### src/rtl/fifo_pkg.sv
// Shared defaults for the FIFO read-side packer and its lane-index width helper.
// No logic; constants and a constant function only.
package fifo_pkg;

  localparam int FIFO_DATA_WIDTH = 8;
  localparam int FIFO_PACK_RATIO = 4;

  function automatic int clog2(input int value);
    int r;
    r = 0;
    while ((1 << r) < value) r++;
    return r;
  endfunction

endpackage

### src/rtl/stream_skid_buffer.sv
// Purpose: 2-entry valid/ready output buffer exposing its occupancy.
// Latency: a word pushed at an edge is presented as valid from the next cycle.
// Backpressure: holds up to two words; the writer must never push when count_o==2 without a pop.
module stream_skid_buffer #(
  parameter int WIDTH = 32
) (
  input  logic             clk_i,
  input  logic             rst_i,
  input  logic             in_valid_i,
  input  logic [WIDTH-1:0] in_data_i,
  output logic             out_valid_o,
  input  logic             out_ready_i,
  output logic [WIDTH-1:0] out_data_o,
  output logic [1:0]       count_o
);

  logic [WIDTH-1:0] slot0_q;
  logic [WIDTH-1:0] slot1_q;
  logic [1:0]       cnt_q;
  logic             pop;

  assign pop         = (cnt_q != 2'd0) && out_ready_i;
  assign out_valid_o = (cnt_q != 2'd0);
  assign out_data_o  = slot0_q;
  assign count_o     = cnt_q;

  // slot0 is always the head; simultaneous push and pop keeps the count and order.
  always_ff @(posedge clk_i) begin
    if (rst_i) begin
      cnt_q   <= 2'd0;
      slot0_q <= '0;
      slot1_q <= '0;
    end else begin
      case ({in_valid_i, pop})
        2'b10: begin
          if (cnt_q == 2'd0) slot0_q <= in_data_i;
          else               slot1_q <= in_data_i;
          cnt_q <= cnt_q + 2'd1;
        end
        2'b01: begin
          slot0_q <= slot1_q;
          cnt_q   <= cnt_q - 2'd1;
        end
        2'b11: begin
          if (cnt_q == 2'd1) begin
            slot0_q <= in_data_i;
          end else begin
            slot0_q <= slot1_q;
            slot1_q <= in_data_i;
          end
        end
        default: ;
      endcase
    end
  end

endmodule

### src/rtl/fifo_stream_packer.sv
// Purpose: pops FIFO entries and packs PACK_RATIO of them per output word (lane 0 = first popped).
// Latency: last entry popped at cycle t -> m_valid_o at t+2 when the output buffer is empty.
// Backpressure: pops are throttled so a completed word always has a free output slot; optional
// idle flush of partial words with FIFO_STREAM_PACKER_TIMEOUT_EN.
module fifo_stream_packer
  import fifo_pkg::*;
#(
  parameter int DATA_WIDTH     = FIFO_DATA_WIDTH,
  parameter int PACK_RATIO     = FIFO_PACK_RATIO,
  parameter int TIMEOUT_CYCLES = 16
) (
  input  logic                             clk_i,
  input  logic                             rst_i,
  input  logic                             fifo_empty_i,
  input  logic [DATA_WIDTH-1:0]            fifo_rd_data_i,
  output logic                             fifo_rd_en_o,
  output logic                             m_valid_o,
  input  logic                             m_ready_i,
  output logic [DATA_WIDTH*PACK_RATIO-1:0] m_data_o,
  output logic [PACK_RATIO-1:0]            m_keep_o
);

  localparam int WW = DATA_WIDTH * PACK_RATIO;
  localparam int LW = clog2(PACK_RATIO);
  localparam int NW = clog2(PACK_RATIO + 1);

  if (PACK_RATIO < 2 || TIMEOUT_CYCLES < 1 || TIMEOUT_CYCLES > 65536) begin : g_bad_cfg
    $error("fifo_stream_packer: unsupported parameter set");
  end

  logic [LW-1:0] lane_q;
  logic          inflight_q;
  logic [WW-1:0] acc_q;
  logic [WW-1:0] cap_word;
  logic [NW-1:0] fill;
  logic [1:0]    out_cnt;
  logic          pop_ok;
  logic          rd_en;
  logic          last_lane;
  logic          flush;
  logic          push_vld;
  logic [WW-1:0] push_dat;

  // fill counts lanes already captured plus the one pop whose data is still on the way
  always_comb begin
    fill   = NW'(lane_q) + NW'(inflight_q);
    pop_ok = !fifo_empty_i && (fill < NW'(PACK_RATIO)) &&
             ((out_cnt == 2'd0) || ((out_cnt == 2'd1) && (fill < NW'(PACK_RATIO - 1))));
    rd_en  = pop_ok && !flush && !rst_i;
  end

  assign fifo_rd_en_o = rd_en;
  assign last_lane    = inflight_q && (lane_q == LW'(PACK_RATIO - 1));

  always_comb begin
    cap_word = acc_q;
    for (int i = 0; i < PACK_RATIO; i++) begin
      if (lane_q == LW'(i)) cap_word[i*DATA_WIDTH +: DATA_WIDTH] = fifo_rd_data_i;
    end
  end

  always_ff @(posedge clk_i) begin
    if (rst_i) begin
      lane_q     <= '0;
      inflight_q <= 1'b0;
      acc_q      <= '0;
    end else begin
      inflight_q <= rd_en;
      if (last_lane || flush) begin
        lane_q <= '0;
        acc_q  <= '0;
      end else if (inflight_q) begin
        lane_q <= lane_q + 1'b1;
        acc_q  <= cap_word;
      end
    end
  end

`ifdef FIFO_STREAM_PACKER_TIMEOUT_EN
  localparam int BW = WW + PACK_RATIO;

  logic [15:0]           idle_q;
  logic [PACK_RATIO-1:0] part_keep;
  logic [PACK_RATIO-1:0] push_keep;
  logic [BW-1:0]         buf_in;
  logic [BW-1:0]         buf_out;

  always_comb begin
    flush = (lane_q != '0) && !inflight_q && (idle_q == 16'(TIMEOUT_CYCLES - 1)) &&
            (out_cnt != 2'd2);
    part_keep = '0;
    for (int i = 0; i < PACK_RATIO; i++) begin
      if (LW'(i) < lane_q) part_keep[i] = 1'b1;
    end
  end

  // Saturates at the flush threshold so a full output buffer just delays the flush.
  always_ff @(posedge clk_i) begin
    if (rst_i) begin
      idle_q <= '0;
    end else if (rd_en || inflight_q || flush || (lane_q == '0)) begin
      idle_q <= '0;
    end else if (idle_q != 16'(TIMEOUT_CYCLES - 1)) begin
      idle_q <= idle_q + 16'd1;
    end
  end

  always_comb begin
    push_vld  = last_lane;
    push_dat  = cap_word;
    push_keep = '1;
    if (flush) begin
      push_vld  = 1'b1;
      push_dat  = acc_q;
      push_keep = part_keep;
    end
  end

  assign buf_in   = {push_keep, push_dat};
  assign m_data_o = buf_out[WW-1:0];
  assign m_keep_o = m_valid_o ? buf_out[BW-1:WW] : '0;
`else
  localparam int BW = WW;

  logic [BW-1:0] buf_in;
  logic [BW-1:0] buf_out;

  assign flush    = 1'b0;
  assign push_vld = last_lane;
  assign push_dat = cap_word;
  assign buf_in   = push_dat;
  assign m_data_o = buf_out;
  assign m_keep_o = {PACK_RATIO{m_valid_o}};
`endif

  stream_skid_buffer #(
    .WIDTH(BW)
  ) u_out_buf (
    .clk_i       (clk_i),
    .rst_i       (rst_i),
    .in_valid_i  (push_vld),
    .in_data_i   (buf_in),
    .out_valid_o (m_valid_o),
    .out_ready_i (m_ready_i),
    .out_data_o  (buf_out),
    .count_o     (out_cnt)
  );

endmodule

### config.mk
export PLATFORM = sky130hd
export DESIGN_NAME = fifo_stream_packer
export DESIGN_NICKNAME = d
export VERILOG_FILES = /design/src/rtl/fifo_pkg.sv /design/src/rtl/stream_skid_buffer.sv /design/src/rtl/fifo_stream_packer.sv
export SDC_FILE = /design/constraint.sdc
export NUM_CORES = 1
export LEC_CHECK = 0
export ABC_AREA = 1
export BUFFER_PORTS_ARGS = -buffer_cell sky130_fd_sc_hd__buf_2
export CORE_UTILIZATION = 37
export DETAILED_ROUTE_END_ITERATION = 10
export GPL_TIMING_DRIVEN = 0
export HOLD_SLACK_MARGIN = 0.05
export SYNTH_ARGS = -nofsm -noshare
export SYNTH_HDL_FRONTEND = slang
export SYNTH_SLANG_ARGS = --single-unit
### constraint.sdc
create_clock -name clk_i -period 2.8 [get_ports clk_i]
set_clock_uncertainty 0.15 [all_clocks]
set_input_delay 0.56 -clock clk_i [delete_from_list [all_inputs] [get_ports clk_i]]
set_output_delay 0.56 -clock clk_i [all_outputs]
set_load 0.005 [all_outputs]
After elaboration in Yosys (flattened, before gate mapping). Cells that the tools add are included.

Reductions and logical operators: 18. $add $sub $neg: 4. Muxes and demuxes: 11. Equal/unequal tests: 10. Order comparisons: 2.

Operator list (number): $mux 32 (4); $pmux 32 s3 (1); $pmux 32 s2 (1); $mux 8 (4); $eq 2x2->1 const B (4); $eq 2x1->1 const B (3); $logic_and 1x1->1 (6); $ne 2x2->1 const B (3); $reduce_bool 2->1 (3); $add 2x1->2 const B (2); $logic_not 2->1 (2); $pmux 2 s2 (1); $add 2x1->3 (1); $lt 3x2->1 const B (1); $lt 3x3->1 const B (1); $reduce_and 3->1 (1); $reduce_bool 3->1 (1); $logic_not 1->1 (2); $reduce_and 2->1 (1); $reduce_or 2->1 (1); $sub 2x1->2 const B (1); $logic_or 1x1->1 (1).

Logic and storage cells: 51. Input port bits: 12. Bits in registers: 101. Output and inout port bits: 38.

Logic depth before layout (Yosys ltp).
Depth after elaboration: 6. Mapped depth: 15.

By module. A second synthesis with hierarchy kept.

Cells, all modules: 794. Area total of the unflattened synthesis: 5222.5 µm².

By module, submodules not included: stream_skid_buffer (cells each 491, area an instance 3358.2 µm², seq. area each 1321.3 µm², instances 1); fifo_stream_packer (cells each 303, area an instance 1864.3 µm², seq. area each 700.7 µm², instances 1).

Least setup slack after synthesis. OpenSTA, ideal clock, no wires.

Path type: register -> register. Start: register u_out_buf.cnt_q[0] (netlist: u_out_buf.count_o[0]). End: register u_out_buf.slot1_q[23]. Stages on the path, launching flop included: 15. Path slack: 0.479 ns. Buffers on the path: 3. Data arrival time: 2.059 ns. Path through: dfxtp_1 > inv_1 > ha_1 > inv_2 > nand2_2 > buf_4 > buf_4 > inv_1 > ha_1 > or2_2 > nand3_2 > buf_2 > nand2_1 > nand2_1 > nor2_1.

Longest elaborated chain between the ends: 5.

RTL lines: start, declared (line stream_skid_buffer.sv:19) `logic [1:0] cnt_q;`; start signal, assigned (line stream_skid_buffer.sv:38) `cnt_q <= cnt_q + 2'd1;`; start signal, assigned (line stream_skid_buffer.sv:42) `cnt_q <= cnt_q - 2'd1;`; $reduce_bool 2->1 *; via m_valid_o (line fifo_stream_packer.sv:17) `output logic m_valid_o,`; $logic_and 1x1->1 * (line stream_skid_buffer.sv:22) `assign pop = (cnt_q != 2'd0) && out_ready_i;`; $eq 2x2->1 (line stream_skid_buffer.sv:34) `case ({in_valid_i, pop})`; $ne 2x2->1 (no line) or $reduce_bool 2->1 (tied branches); $reduce_and 3->1 (no line); end signal, assigned (line stream_skid_buffer.sv:37) `else slot1_q <= in_data_i;`; end signal, assigned (line stream_skid_buffer.sv:49) `slot1_q <= in_data_i;`; end, declared (line stream_skid_buffer.sv:18) `logic [WIDTH-1:0] slot1_q;`.

The timed path passes the listed nets; every way through them passes the cells marked *. A chain may end at the register's enable or synchronous reset.

Worst setup path in the final report.
Start: register u_out_buf.cnt_q[0] (netlist: u_out_buf.count_o[0]). End: register u_out_buf.slot1_q[21].

Longest elaborated chain between the ends: 5.

RTL lines (line): $reduce_bool 2->1 (stream_skid_buffer.sv:22); $logic_and 1x1->1 (stream_skid_buffer.sv:22); $eq 2x2->1 (stream_skid_buffer.sv:34); $ne 2x2->1 (no line) or $reduce_bool 2->1 (tied branches); $reduce_and 3->1 (no line).

Parallel ways exist; a longest one is shown, timed or not.

==> metrics.md <==
| Metric | Value |
|---|---|
| Outcome | finished clean |
| Io pins | 50 |
| Req. time, crit path | around 2900 ps |
| Layout cell share with drive strength beyond 1 | roughly an eighth |
| Vias in the first global route | about 4200 |
| Worst-skew pair later-pin latency | roughly 360 ps |
| Worst setup EP type | flop |
| Tcrit/Tclk final | 91.2% |
| Die X | 121 um |
| Top cells by area, synth | dfxtp_1 (38%), nand2_1 (21%), nor2_1 (11%) |
| Ys Warns | 0 |
| Met2 Use GR | roughly 27% |
| Post-route insts no fill | between 1000 and 1500 |
| Area leader, netlist | dfxtp_1 |
| Placeable Area | 13900 um2 |
| Via density | 4.45 |
| Top cell type's share of synthesized area | 38.4% |
| Footprint of the multi-input gates | approximately 2500 um2 |
| Leak pwr | 3.62 nW |
| Postcts setup bufs | 0 |
| GPL Wtd Cong | 0.777 |
| Total GRT Usage | 19.0% |
| Netlist cell types | 20 |
| Slew @ Worst Pin | roughly 540 ps |
| Fin. Hold Viols | 0 |
| M1 GR Usage | approximately 28% |
| Drt total wl | about 13000 um |
| CP max stage cell | or2_2 |
| Highest Clock Rate | between 300 and 400 MHz |
| First-pass GRT wire length | roughly 22000 um |
| Post-DP HPWL | 9470 um |
| Storage cell area | 2020 um2 |
| Fill cells | around 1500 |
| DIE HEIGHT | 121 um |
| Max Cap Viol | 0 |
| Initial Utilization | 38.0% |
| H-Tree Depth | 3 |
| Site Rows | 43 |
| Top Usage Layer GRT | met1 |
| Antenna diodes | 0 |
| Antenna-violating nets left | 0 |
| TritonCTS Buffers | 9 |
| DR iter-0 viols | 334 |
| Die Area | 14700 um2 |
| RSZ-0062 raised after global routing | false |
| Worst Setup Start Kind | flop |
| Max-slew headroom | between 60% and 70% |
| Root Buffer Master | clkbuf_16 |
| Mapped Avg Cell Area | a little over 6 um2 |
| Maximum buffer depth of the clock tree | 2 |
| Resize count post-CTS | 1 |
| Setup ws final | 246 ps |
| Final setup vio count | 0 |
| Met3 GRT Util | between 2 and 2.5% |
| CP cell instances | inv_1 > ha_2 > inv_2 > nand2_2 > buf_6 > inv_1 > ha_1 > or2_2 > nand3_4 > clkbuf_4 > nand2_1 > nand2_1 > nor2_1 |
| Post-Syn Nets | ~900 |
| DRC Markers | 0 |
| Type of the worst min-delay path | input pin to flop |
| Worst VDD drop | 0.358 mV |
| Crit-path leading delay family | simple AND/OR/NAND/NOR gates |
| Clk pin slew, worst setup/hold paths | 70 ps |
| # placed instances | between 1000 and 1500 |
| Nets | 941 |
| Hold_buf cts | 0 |
| Drt first pass iters | 5 |
| Clock sinks | between 100 and 150 |
| Commonest cells after routing, fill and taps aside | nand2_1 (298), nor2_1 (153), inv_1 (143) |
| Critical Path Max Stage Delay | roughly 340 ps |
| Sequential area share after synthesis | about two fifths |
| Routed len/inst | ~12 um |
| CP max FO | 19 |
| Post-Syn Instances | ~860 |
| CTS tree | done |
| Crit path buf inv count | 5 |
| Mapped Area | ~5300 um2 |
| Yosys reg bits | 101 |
| Post-Place Worst Slack | -43.9 ps |
| Area Overhead vs Synth | 14.9% |
| Critical path class | flop to flop |
| Crit path time final | approximately 2600 ps |
| Total vias in the final route | 4906 |
| Initial antenna violation count | 0 |
| IO Port Bufs | 49 |
| Cell Pwr Density | around 630 nW/um2 |
| Most common cell after layout, fill and taps aside | nand2_1 |
| Max Slew Vio Count | 0 |
| GRT overflow | 0 |
| Largest net degree at the start of global routing | 16 |
| CP arrival | between 2000 and 3000 ps |
[cells in the mapped netlist, drive strengths merged]
cell type,number
xor2,2
nand3b,32
nor2,153
ha,11
a21oi,4
nor3,1
inv,144
clkbuf,2
or2,1
nand2,300
buf,46
nand3,35
o21a,2
dfxtp,101
o21ai,25
[where the power goes]
group,switching (W),internal (W)
combinational,0.000547,0.000356
clock,0.000559,0.000716
sequential,0.0000566,0.00156
total,0.00116,0.00263
[registers in the layout, indices dropped and copies added, names as in the netlist]
register              cells
acc_q                    32
inflight_q                1
u_out_buf.slot1_q        32
u_out_buf.out_data_o     32
lane_q                    2
u_out_buf.count_o         2
[final timing paths]
| path | start | end | slack, ps | cells past startpoint |
|---|---|---|---|---|
| worst max register to register | u_out_buf.count_o[0]$_SDFFE_PP0P_ | u_out_buf.slot1_q[21]$_SDFFE_PP0P_ | 250 | 13 |
| worst min-delay path | rst_i | u_out_buf.count_o[0]$_SDFFE_PP0P_ | 270 | 2 |
| worst max-delay path | u_out_buf.count_o[0]$_SDFFE_PP0P_ | u_out_buf.slot1_q[21]$_SDFFE_PP0P_ | 250 | 13 |
| worst min register to register | acc_q[24]$_SDFFE_PP0P_ | acc_q[24]$_SDFFE_PP0P_ | 280 | 2 |
[layer usage]
| layer | part of all wire [%] | vias to the layer above |
|---|---|---|
| li1 | - | 2638 |
| met1 | 50 | 2129 |
| met2 | 42 | 120 |
| met3 | 5.4 | 19 |
| met4 | 2.1 | 0 |
| met5 | 0 | - |
[cell type report]
class / count / area share [%]
Multi-Input combinational cell: 566 / 40.8
Sequential cell: 101 / 33.4
Inverter: 144 / 8.93
Buffer: 47 / 4.24
Clock buffer: 12 / 4.07
Timing Repair Buffer: 49 / 4.05
Tap cell: 180 / 3.72
Clock inverter: 4 / 0.785
[cell families after synthesis]
| family | synth area share (%) |
|---|---|
| AO/OA/AOI/OAI | 3.04 |
| XOR/XNOR | 0.333 |
| adder cells (fa/ha/maj) | 2.61 |
| buffers and inverters | 15.0 |
| flip-flops | 38.4 |
| AND/OR/NAND/NOR | 40.7 |
[through the flow]
| stage | instance area, um2 | util (%) | setup TNS (ps) | total power [W] | hold WS (ps) |
|---|---|---|---|---|---|
| floorplan | 5270 | - | 0 | 0.00226 | 258 |
| global placement | 5740 | 41.3 | -244 | 0.00254 | 265 |
| detailed placement | 5740 | 41.3 | -828 | 0.00255 | 268 |
| CTS | 6040 | 43.5 | 0 | 0.00383 | 263 |
| global route | 6060 | 43.6 | 0 | 0.00402 | 289 |
| finish | 6060 | 43.6 | 0 | 0.00379 | 270 |
No activity file was read; power rests on OpenSTA's default activity.
